## config.mk

```make
export PLATFORM = sky130hd
export DESIGN_NAME = aer_rx_decoder
export DESIGN_NICKNAME = d
export VERILOG_FILES = /design/src/rtl/aer_rx_decoder.sv
export SDC_FILE = /design/constraint.sdc
export NUM_CORES = 1
export LEC_CHECK = 0
export ABC_AREA = 1
export CAP_MARGIN = 25
export CELL_PAD_IN_SITES_DETAIL_PLACEMENT = 0
export CELL_PAD_IN_SITES_GLOBAL_PLACEMENT = 1
export CORE_UTILIZATION = 45
export CTS_CLUSTER_DIAMETER = 200
export DETAILED_ROUTE_END_ITERATION = 10
export DONT_BUFFER_PORTS = 1
export PLACE_DENSITY_LB_ADDON = 0.15
export SETUP_SLACK_MARGIN = 0.1
export SLEW_MARGIN = 0
export SYNTH_ARGS = -nofsm -noshare
export SYNTH_HDL_FRONTEND = slang
export SYNTH_SLANG_ARGS = --single-unit
```

## constraint.sdc

```tcl
create_clock -name clk -period 2.4 [get_ports clk]
set_clock_uncertainty 0.1 [all_clocks]
set_input_delay 0.48 -clock clk [delete_from_list [all_inputs] [get_ports clk]]
set_output_delay 0.48 -clock clk [all_outputs]
set_load 0.02 [all_outputs]
```

## src/rtl/aer_rx_decoder.sv

```systemverilog
// Receive side of the row/column AER link: synchronises the 4-phase request, captures the
// address after a settle delay, returns the acknowledge and buffers events in a show-ahead FIFO.
module aer_rx_decoder #(
  parameter int N_ROW   = 12,
  parameter int N_COL   = 12,
  parameter int ADDR_W  = 4,
  parameter int DEPTH   = 4,
  parameter int SETTLE  = 2,
  parameter int TIMEOUT = 255
) (
  input  logic              clk,
  input  logic              rst,
  input  logic              aer_req,
  input  logic [ADDR_W-1:0] aer_row,
  input  logic [ADDR_W-1:0] aer_col,
  output logic              aer_ack,
  input  logic              aer_dis,
  output logic              ev_valid,
  input  logic              ev_ready,
  output logic [ADDR_W-1:0] ev_row,
  output logic [ADDR_W-1:0] ev_col,
  output logic [N_ROW-1:0]  ev_row_onehot,
  output logic [N_COL-1:0]  ev_col_onehot,
  output logic [15:0]       ev_count,
  output logic              addr_err,
  output logic              timeout_err
);

  localparam int PW = $clog2(DEPTH);
  localparam int CW = $clog2(SETTLE + 1);
  localparam int TW = $clog2(TIMEOUT + 1);
  localparam logic [ADDR_W:0] ROW_LIM = (ADDR_W + 1)'(N_ROW);
  localparam logic [ADDR_W:0] COL_LIM = (ADDR_W + 1)'(N_COL);

  typedef enum logic [1:0] {S_IDLE, S_SETTLE, S_ACK, S_RELEASE} state_t;

  state_t              state;
  logic                req_meta;
  logic                req_s;
  logic [CW-1:0]       cnt;
  logic [TW-1:0]       tcnt;
  logic [2*ADDR_W-1:0] mem [DEPTH];
  logic [PW:0]         wptr;
  logic [PW:0]         rptr;
  logic                full;
  logic                empty;
  logic                in_range;
  logic                capture;
  logic                push;
  logic                pop;

  assign empty    = (wptr == rptr);
  assign full     = (wptr[PW] != rptr[PW]) && (wptr[PW-1:0] == rptr[PW-1:0]);
  assign in_range = ({1'b0, aer_row} < ROW_LIM) && ({1'b0, aer_col} < COL_LIM);
  assign capture  = (state == S_SETTLE) && (cnt == CW'(SETTLE - 1));
  assign push     = capture && in_range;
  assign pop      = !empty && ev_ready;
  assign ev_valid = !empty;
  assign {ev_row, ev_col} = mem[rptr[PW-1:0]];

  always_ff @(posedge clk) begin
    if (rst) begin
      req_meta <= 1'b0;
      req_s    <= 1'b0;
    end else begin
      req_meta <= aer_req;
      req_s    <= req_meta;
    end
  end

  always_ff @(posedge clk) begin
    if (rst) begin
      state       <= S_IDLE;
      cnt         <= '0;
      tcnt        <= '0;
      aer_ack     <= 1'b0;
      ev_count    <= '0;
      addr_err    <= 1'b0;
      timeout_err <= 1'b0;
    end else begin
      case (state)
        // Full FIFO withholds the handshake so the sender keeps req high (backpressure).
        S_IDLE: begin
          if (req_s && !aer_dis && !full) begin
            state <= S_SETTLE;
            cnt   <= '0;
          end
        end
        S_SETTLE: begin
          if (capture) begin
            aer_ack <= 1'b1;
            tcnt    <= '0;
            state   <= S_ACK;
            if (in_range) ev_count <= ev_count + 16'd1;
            else          addr_err <= 1'b1;
          end else begin
            cnt <= cnt + 1'b1;
          end
        end
        S_ACK: begin
          if (!req_s) begin
            aer_ack <= 1'b0;
            state   <= S_IDLE;
          end else if (tcnt == TW'(TIMEOUT - 1)) begin
            timeout_err <= 1'b1;
            aer_ack     <= 1'b0;
            state       <= S_RELEASE;
          end else begin
            tcnt <= tcnt + 1'b1;
          end
        end
        S_RELEASE: begin
          if (!req_s) state <= S_IDLE;
        end
        default: state <= S_IDLE;
      endcase
    end
  end

  always_ff @(posedge clk) begin
    if (rst) begin
      wptr <= '0;
      rptr <= '0;
    end else begin
      if (push) begin
        mem[wptr[PW-1:0]] <= {aer_row, aer_col};
        wptr              <= wptr + 1'b1;
      end
      if (pop) rptr <= rptr + 1'b1;
    end
  end

  always_comb begin
    ev_row_onehot = '0;
    ev_col_onehot = '0;
    if (ev_valid) begin
      for (int unsigned i = 0; i < N_ROW; i++)
        if (ev_row == ADDR_W'(i)) ev_row_onehot[i] = 1'b1;
      for (int unsigned j = 0; j < N_COL; j++)
        if (ev_col == ADDR_W'(j)) ev_col_onehot[j] = 1'b1;
    end
  end

endmodule

```

# Word level (Yosys, flattened, before mapping)
# Memories as Yosys holds them, arrays and structs flattened. A register that Yosys moved wholly into a read port is not among the register bits.
# Index checks and enable logic that the tools add are counted.
# totals
regBits	39
mem_bits_rw	32
out_inout_bits	52
word_cells	127
mem_count	1
# memory_table
name	words	word_bits	rd	rd_clocked_by_memory_dff	write_ports	line_no	source
mem	4	8	1	1	1	42	logic [2*ADDR_W-1:0] mem [DEPTH];
# op_classes
n_addsub	5
magnitude_cmp	2
eq_ne	37
n_mux	48
n_bitwise	1
n_reduce_logical	22
# op_table
operator	count
$eq 4x3->1 const B	8
$eq 4x4->1 const B	8
$mux 1	30
$mux 12	2
$mux 8	3
$mux 2	9
$add 16x1->16 const B	1
$eq 4x2->1 const B	4
$pmux 8 s2	1
$reduce_and 3->1	5
$ne 2x2->1 const B	6
$add 8x1->8 const B	1
$eq 4x1->1 const B	2
$eq 8x8->1 const B	1
$logic_not 4->1	2
$lt 4x4->1 const B	2
$pmux 2 s4	1
$reduce_and 4->1	2
$logic_and 1x1->1	7
$add 3x1->3 const B	2
$eq 2x1->1 const B	2
$eq 2x2->1 const B	2
$pmux 2 s2	1
$reduce_bool 2->1	2
other kinds (9)	11

# Logic depth before layout (Yosys ltp)
# Gate-level depths: netlist of run 1.
# depth
depth_word	6
depth_mapped	11

# Worst setup path after synthesis of run 1
# OpenSTA, ideal clock, no wires.
# synth_timing
path_type	reg-to-output
start	register (tool-made name)
end	output ev_col_onehot[10]
arrival_time_ns	1.508
required_time_ns	1.820
path_slack_ns	0.312
stages_incl_launch_ff	8
n_path_buf	2
cell_sequence	dfxtp_1 buf_2 inv_4 buf_4 nand2_1 a32oi_2 nand2_1 nor2_1
# synth_lines
element	line_no	source
end, declared	23	output logic [N_COL-1:0] ev_col_onehot,

==> flow_summary.yaml, run 1 <==
timing:
  setup_viol: 0
  finalCriticalPeriod_ns: 2.25
  rsz0062_at_grt: "yes"
  slew_headroom_pct: 75.1
  timing.setup.tns_ns: 0
  timing.final.crit_share_pct: 93.9
  tightest_slew_ns: 0.372
  hold_viol: 0
  fmax_ghz: 0.444
  drv_slew: 0
pwr:
  leakagePower_nw: 1.69
  p_sw_share_pct: 37.1
  ir_drop_uv: 516
  pwr-share-seq_pct: 41.6
  clockPowerShare_pct: 26.9
  power_switching_mw: 1.27
  p_comb_share_pct: 31.5
  power_density_mw_per_mm2: 821
  internal_power_mw: 2.16
placement:
  numPortBuffers: 0
  gp_congestion: 0.767
  dp_hpwl_mm: 5.22
  dpl.cell_count: 557
clock_tree:
  h-tree-depth: 3
  cts_buffers: 9
  holdBufCountCts: 0
  cts_tree: "yes"
  cts_sinks: 73
  cts_max_path_buffers: 2
  path_clk_slew_ns: 0.08
  root_buffer: "clkbuf_8"
  clk_latency_ns: 0.34
route:
  via_count: 2850
  routed_wirelength_mm: 7.37
  initialDrtViolationCount: 136
  drc: 0
  firstDrtPassIters: 4
  wire_per_inst_um: 12.8
  ant_nets: 0
  viasPerCell: 4.95
synthesis:
  synth.area.mux_share_pct: 0
  synth_top_family_by_area: "simple AND/OR/NAND/NOR gates"
  yosys.area_share.simple_pct: 29.6
  yosys.area_share.adder_pct: 3.17
  yosysSeqAreaShare_pct: 50.2
  syn_area_mm2: 0.00355
  syn-instance-count: 436
  ys_types: 32
  synth_compound_area_share_pct: 7.82
  syn_area_per_cell_um2: 8.15
  synth-seq-cells: 73
  synth_fp_nets: 458
  synth_xor_area_share_pct: 1.48
  ys_warn_count: 0
critical_path:
  cp.required_ns: 1.82
  path_class: "register to output pin"
  crit-reg2reg-launch: "cnt[0]"
  reg2reg_slack_ns: 0.55
  endpoint_kind: "output pin"
  worstPathArrival_ns: 1.67
  start_kind: "register"
  rr_endpoint: "mem[3][1]"
  cp_max_fo: 16
  ff2ff_path_depth: 6
global_route:
  overflow: 0
  grt_first_pass_wirelength_mm: 12.4
  grt_max_degree: 17
  antenna_found_initial: 0
  grt_usage_pct: 19.2
  grt_pass1_vias: 2643
die:
  start_util_pct: 46.2
  die_area_mm2: 0.00825
  ios: 65
  core_mm2: 0.00769
  die_w_um: 90.8
  die_y_um: 90.8
  rows: 32
outcome:
  outcome: "completed"
hold_path:
  hp-start: "rst"
  min_to: "rptr[2]"
  hold_depth: 1
  hp-class: "primary input to register"
finish:
  syn_to_final_growth_pct: 17.6
  layout-drive-gt1-share_pct: 23.6
  instances_no_fill: 576
  num_antenna_cells: 0
  nets: 491
run:
  drv_cap: 0
==> power groups by stage <==
| stage | Sequential (mW) | Combinational (mW) | Clock, mW |
|---|---|---|---|
| finish | 1.43 | 1.08 | 0.923 |
| global route | 1.44 | 1.20 | 0.997 |
| detailed placement | 1.45 | 0.896 | 0 |
| global placement | 1.44 | 0.890 | 0 |
| floorplan | 1.43 | 0.697 | 0 |
| CTS | 1.42 | 0.966 | 0.950 |
==> worst max-delay path, cell delays in order (launching register included) <==
cell     delay [ns]
dfxtp_4        0.37
inv_6          0.12
nand2_1        0.07
nand3_1        0.06
nand2_1        0.11
inv_1          0.10
nand2_2        0.06
inv_2          0.09
nand2_2        0.09
nor2_1         0.11
buf_4          0.15
==> stage by stage <==
stage / util (%) / cell area, um2 / total power [mW] / hold WS, ns / setup WS, ns
after detailed placement: 49.8 / 3830 / 2.34 / 0.301 / 0.291
after global routing: 54.4 / 4180 / 3.63 / 0.0756 / 0.0297
after floorplan: - / 3550 / 2.12 / 0.288 / 0.312
after CTS: 53.0 / 4080 / 3.34 / 0.0771 / 0.0801
after global placement: 49.8 / 3830 / 2.33 / 0.302 / 0.364
final: 54.4 / 4180 / 3.43 / 0.100 / 0.146
==> cells by family after synthesis <==
family,after synthesis
xor+xnor,6
fa+ha+maj,9
buf+inv,65
compound gates,50
flops,73
simple gates,233
==> cells in the final DEF, fill, tap and decap left out, types with 2 or more instances in the layout <==
cell and count:
inv_2 9, clkbuf_1 2, nand3b_1 2, buf_4 30, a21oi_1 27, edfxtp_1 32, inv_4 3, nand3_2 6
ha_1 9, nor2_4 7, nor2_1 54, clkbuf_8 9, nor3_1 3, o21ai_0 18, nand4_1 4, nand2_2 15
dfxtp_2 3, dfxtp_4 3, inv_1 43, nand2_4 2, nor2_2 11, clkinv_2 2, a32oi_2 2, xor2_1 6
nand4_4 2, nand2_1 98, nand3_1 27, dfxtp_1 35
==> synthesized netlist by cell type <==
| cell type | instances | area, um2 |
|---|---|---|
| nor3_1 | 3 | 15.0 |
| xor2_1 | 6 | 52.6 |
| buf_6 | 1 | 11.3 |
| edfxtp_1 | 32 | 961 |
| o21ai_1 | 1 | 5.00 |
| o21ai_0 | 18 | 90.1 |
| buf_2 | 2 | 10.0 |
| buf_8 | 1 | 15.0 |
| o21ai_2 | 1 | 8.76 |
| nand3b_1 | 2 | 15.0 |
| nand2_1 | 111 | 417 |
| ha_1 | 9 | 113 |
| a32oi_2 | 2 | 32.5 |
| buf_4 | 2 | 15.0 |
| nor2_4 | 3 | 33.8 |
| nor2_1 | 66 | 248 |
| nand3_4 | 1 | 17.5 |
| nand3b_4 | 1 | 20.0 |
| nand3_2 | 1 | 10.0 |
| a21oi_1 | 27 | 135 |
| nor2_2 | 3 | 18.8 |
| nand2_4 | 1 | 11.3 |
| inv_2 | 3 | 11.3 |
| clkbuf_1 | 3 | 11.3 |
| nand4_1 | 4 | 25.0 |
| nand2_2 | 3 | 18.8 |
| inv_4 | 1 | 6.26 |
| nand3_1 | 32 | 160 |
| inv_1 | 52 | 195 |
| dfxtp_1 | 41 | 821 |
| nand4_4 | 2 | 42.5 |
| a31oi_1 | 1 | 6.26 |
==> sequential cells by signal, summed over array words and instances, names as in the netlist, named ones only <==
name,count
cnt,2
timeout_err,1
rptr,3
req_meta,1
addr_err,1
mem,32
state,2
tcnt,8
aer_ack,1
req_s,1
ev_count,16
wptr,3
==> worst max path at each step <==
stage	start	slack [ns]	cells past startpoint	to
after global routing	register	0.03	8	ev_col_onehot[11]
after global placement	register	0.36	8	ev_col_onehot[7]
after floorplan	register	0.31	7	ev_col_onehot[10]
after CTS	register	0.08	8	ev_col_onehot[11]
after detailed placement	register	0.29	8	ev_col_onehot[11]
final	register	0.15	10	ev_row_onehot[3]
==> repair_timing <==
action	4_1_cts	5_1_grt
pin swaps	1	6
gates resized for setup	21	36
cloned	1	0
buffers inserted	0	2
endpoints found under the setup margin	23	22
==> area by class of cell <==
class	instances	area (um2)
multi-input cells	299	1620
clock buffers	11	131
clock inverters	5	56.3
inverters	56	223
repair buffers	30	225
fillers	724	3510
flip-flops and latches	73	1800
well taps	102	128
==> per-layer routing <==
metal  track usage [%]  wire, um  vias up
met5                 0         0        -
met4              6.35        77        0
met3              4.71       356        8
met2              33.4      3590       71
met1              23.1      3350     1292
li1                  -         -     1479
No activity file was read; power rests on OpenSTA's default activity.
==> run 2: changes to the inputs <==
- CAP_MARGIN: 25 -> unset
- CORE_UTILIZATION: 45 -> 46
==> run 2 against run 1 <==
Effect of this change:
- combinational power grew 13%
- sequential share of layout area shrank 1.8 points
- flip-flop and latch count is the same
- first-iteration DRC count shrank 29%
- count of clock-buffer cells in the layout is the same
- cell area grew 4.3%
- cell count grew 1.6%
- routed wire length grew 3.7%
- hold slack lost 0.0043 ns
- global-route usage grew 0.32 points
- maximum frequency shrank 1.1%
- setup slack lost 0.024 ns
- largest cell class unchanged
==> flow_summary.yaml, run 2 (synthesized netlist as in run 1, its figures left out) <==
placement:
  numPortBuffers: 0
  dp_hpwl_mm: 5.32
  dpl.cell_count: 559
  gp_congestion: 0.772
  placed_cell_area_mm2: 0.00386
die:
  die_area_mm2: 0.00808
  ios: 65
  start_util_pct: 48.2
  die_y_um: 89.9
  core_mm2: 0.00737
  die_w_um: 89.9
  rows: 31
clock_tree:
  cts_max_path_buffers: 2
  root_buffer: "clkbuf_8"
  cts_sinks: 73
  cts_buffers: 9
  path_clk_slew_ns: 0.08
  clk_latency_ns: 0.34
  cts_tree: "yes"
  h-tree-depth: 3
timing:
  timing.setup.tns_ns: 0
  fmax_ghz: 0.439
  finalCriticalPeriod_ns: 2.28
  setup_viol: 0
  hold_viol: 0
  tightest_slew_ns: 0.383
  timing.final.crit_share_pct: 94.9
  drv_slew: 0
  rsz0062_at_grt: "yes"
  slew_headroom_pct: 74.4
route:
  wire_per_inst_um: 13.1
  via_count: 2884
  firstDrtPassIters: 6
  viasPerCell: 4.93
  ant_nets: 0
  routed_wirelength_mm: 7.65
  initialDrtViolationCount: 97
  drc: 0
finish:
  syn_to_final_growth_pct: 22.6
  instances_no_fill: 585
  num_antenna_cells: 0
  nets: 503
  layout-drive-gt1-share_pct: 27.2
  largest_register_ffs: 32
  final_common_cell: "nand2_1"
  final_cell_area_mm2: 0.00436
  fillCellCount: 686
  layout_common_cells: "nand2_1 (97), nor2_1 (54), inv_1 (40)"
critical_path:
  path_class: "register to output pin"
  cp.required_ns: 1.82
  endpoint_kind: "output pin"
  worstPathArrival_ns: 1.70
  reg2reg_slack_ns: 0.56
  start_kind: "register"
  cp_max_fo: 8
  ff2ff_path_depth: 6
  rr_endpoint: "mem[0][1]"
  crit-reg2reg-launch: "cnt[0]"
global_route:
  grt_first_pass_wirelength_mm: 12.6
  grt_max_degree: 17
  grt_usage_pct: 19.5
  grt_pass1_vias: 2764
  antenna_found_initial: 0
  overflow: 0
hold_path:
  hold_depth: 1
  hp-start: "rst"
  hp-class: "primary input to register"
  min_to: "rptr[2]"
pwr:
  ir_drop_uv: 409
  leakagePower_nw: 1.77
  power_density_mw_per_mm2: 833
outcome:
  outcome: "completed"
run:
  drv_cap: 0
==> run 2: how the worst max path moves through the flow <==
stage / from / to / slack (ns)
3_5_place_dp: register / ev_col_onehot[7] / 0.35
5_1_grt: register / ev_col_onehot[10] / 0.01
6_report: register / ev_col_onehot[9] / 0.12
4_1_cts: register / ev_col_onehot[7] / 0.09
2_1_floorplan: register / ev_col_onehot[10] / 0.31
3_3_place_gp: register / ev_col_onehot[2] / 0.40
==> run 2: power by group <==
group / switching, mW / leakage (nW) / internal (mW)
Combinational: 0.837 / 1.05 / 0.379
Clock: 0.461 / 0.102 / 0.542
Sequential: 0.0615 / 0.623 / 1.35
==> run 2: metrics by stage <==
| stage | hold slack, ns | worst slack (ns) | util [%] | power, mW |
|---|---|---|---|---|
| 3_5_place_dp | 0.297 | 0.349 | 52.4 | 2.36 |
| 5_1_grt | 0.0746 | 0.0147 | 59.1 | 3.83 |
| 6_report | 0.0958 | 0.122 | 59.1 | 3.63 |
| 4_1_cts | 0.0804 | 0.0869 | 55.7 | 3.41 |
| 3_3_place_gp | 0.299 | 0.396 | 52.4 | 2.33 |
| 2_1_floorplan | 0.288 | 0.312 | - | 2.12 |
==> run 2: cell type report <==
type	count	area, um2	area share [%]
timing repair inverter	1	11.3	0.258
tap	99	124	2.84
timing repair buffer	41	327	7.50
clock inverter	5	62.6	1.44
multi-input combinational	299	1650	38.0
clock buffer	11	151	3.48
sequential	73	1790	41.2
inverter	56	233	5.34
==> run 2: critical path: stages, from the launching register on <==
cell     delay, ns
dfxtp_2       0.34
buf_4         0.16
inv_8         0.07
nand2_1       0.06
a32oi_2       0.24
nand2_1       0.18
nor2_2        0.15
buf_4         0.15
==> run 2: metal layers <==
metal | routed length, um | up-vias | track usage (%)
li1 | - | 1499 | -
met1 | 3350 | 1316 | 23.2
met2 | 3790 | 54 | 33.3
met3 | 337 | 15 | 4.99
met4 | 176 | 0 | 8.47
met5 | 0 | - | 0
==> run 2: what timing repair did <==
item	4_1_cts	5_1_grt
gates resized for setup	10	68
buffers inserted	0	7
cloned	2	1
endpoints found under the setup margin	23	24
pin swaps	1	19
hold buffers	0	0
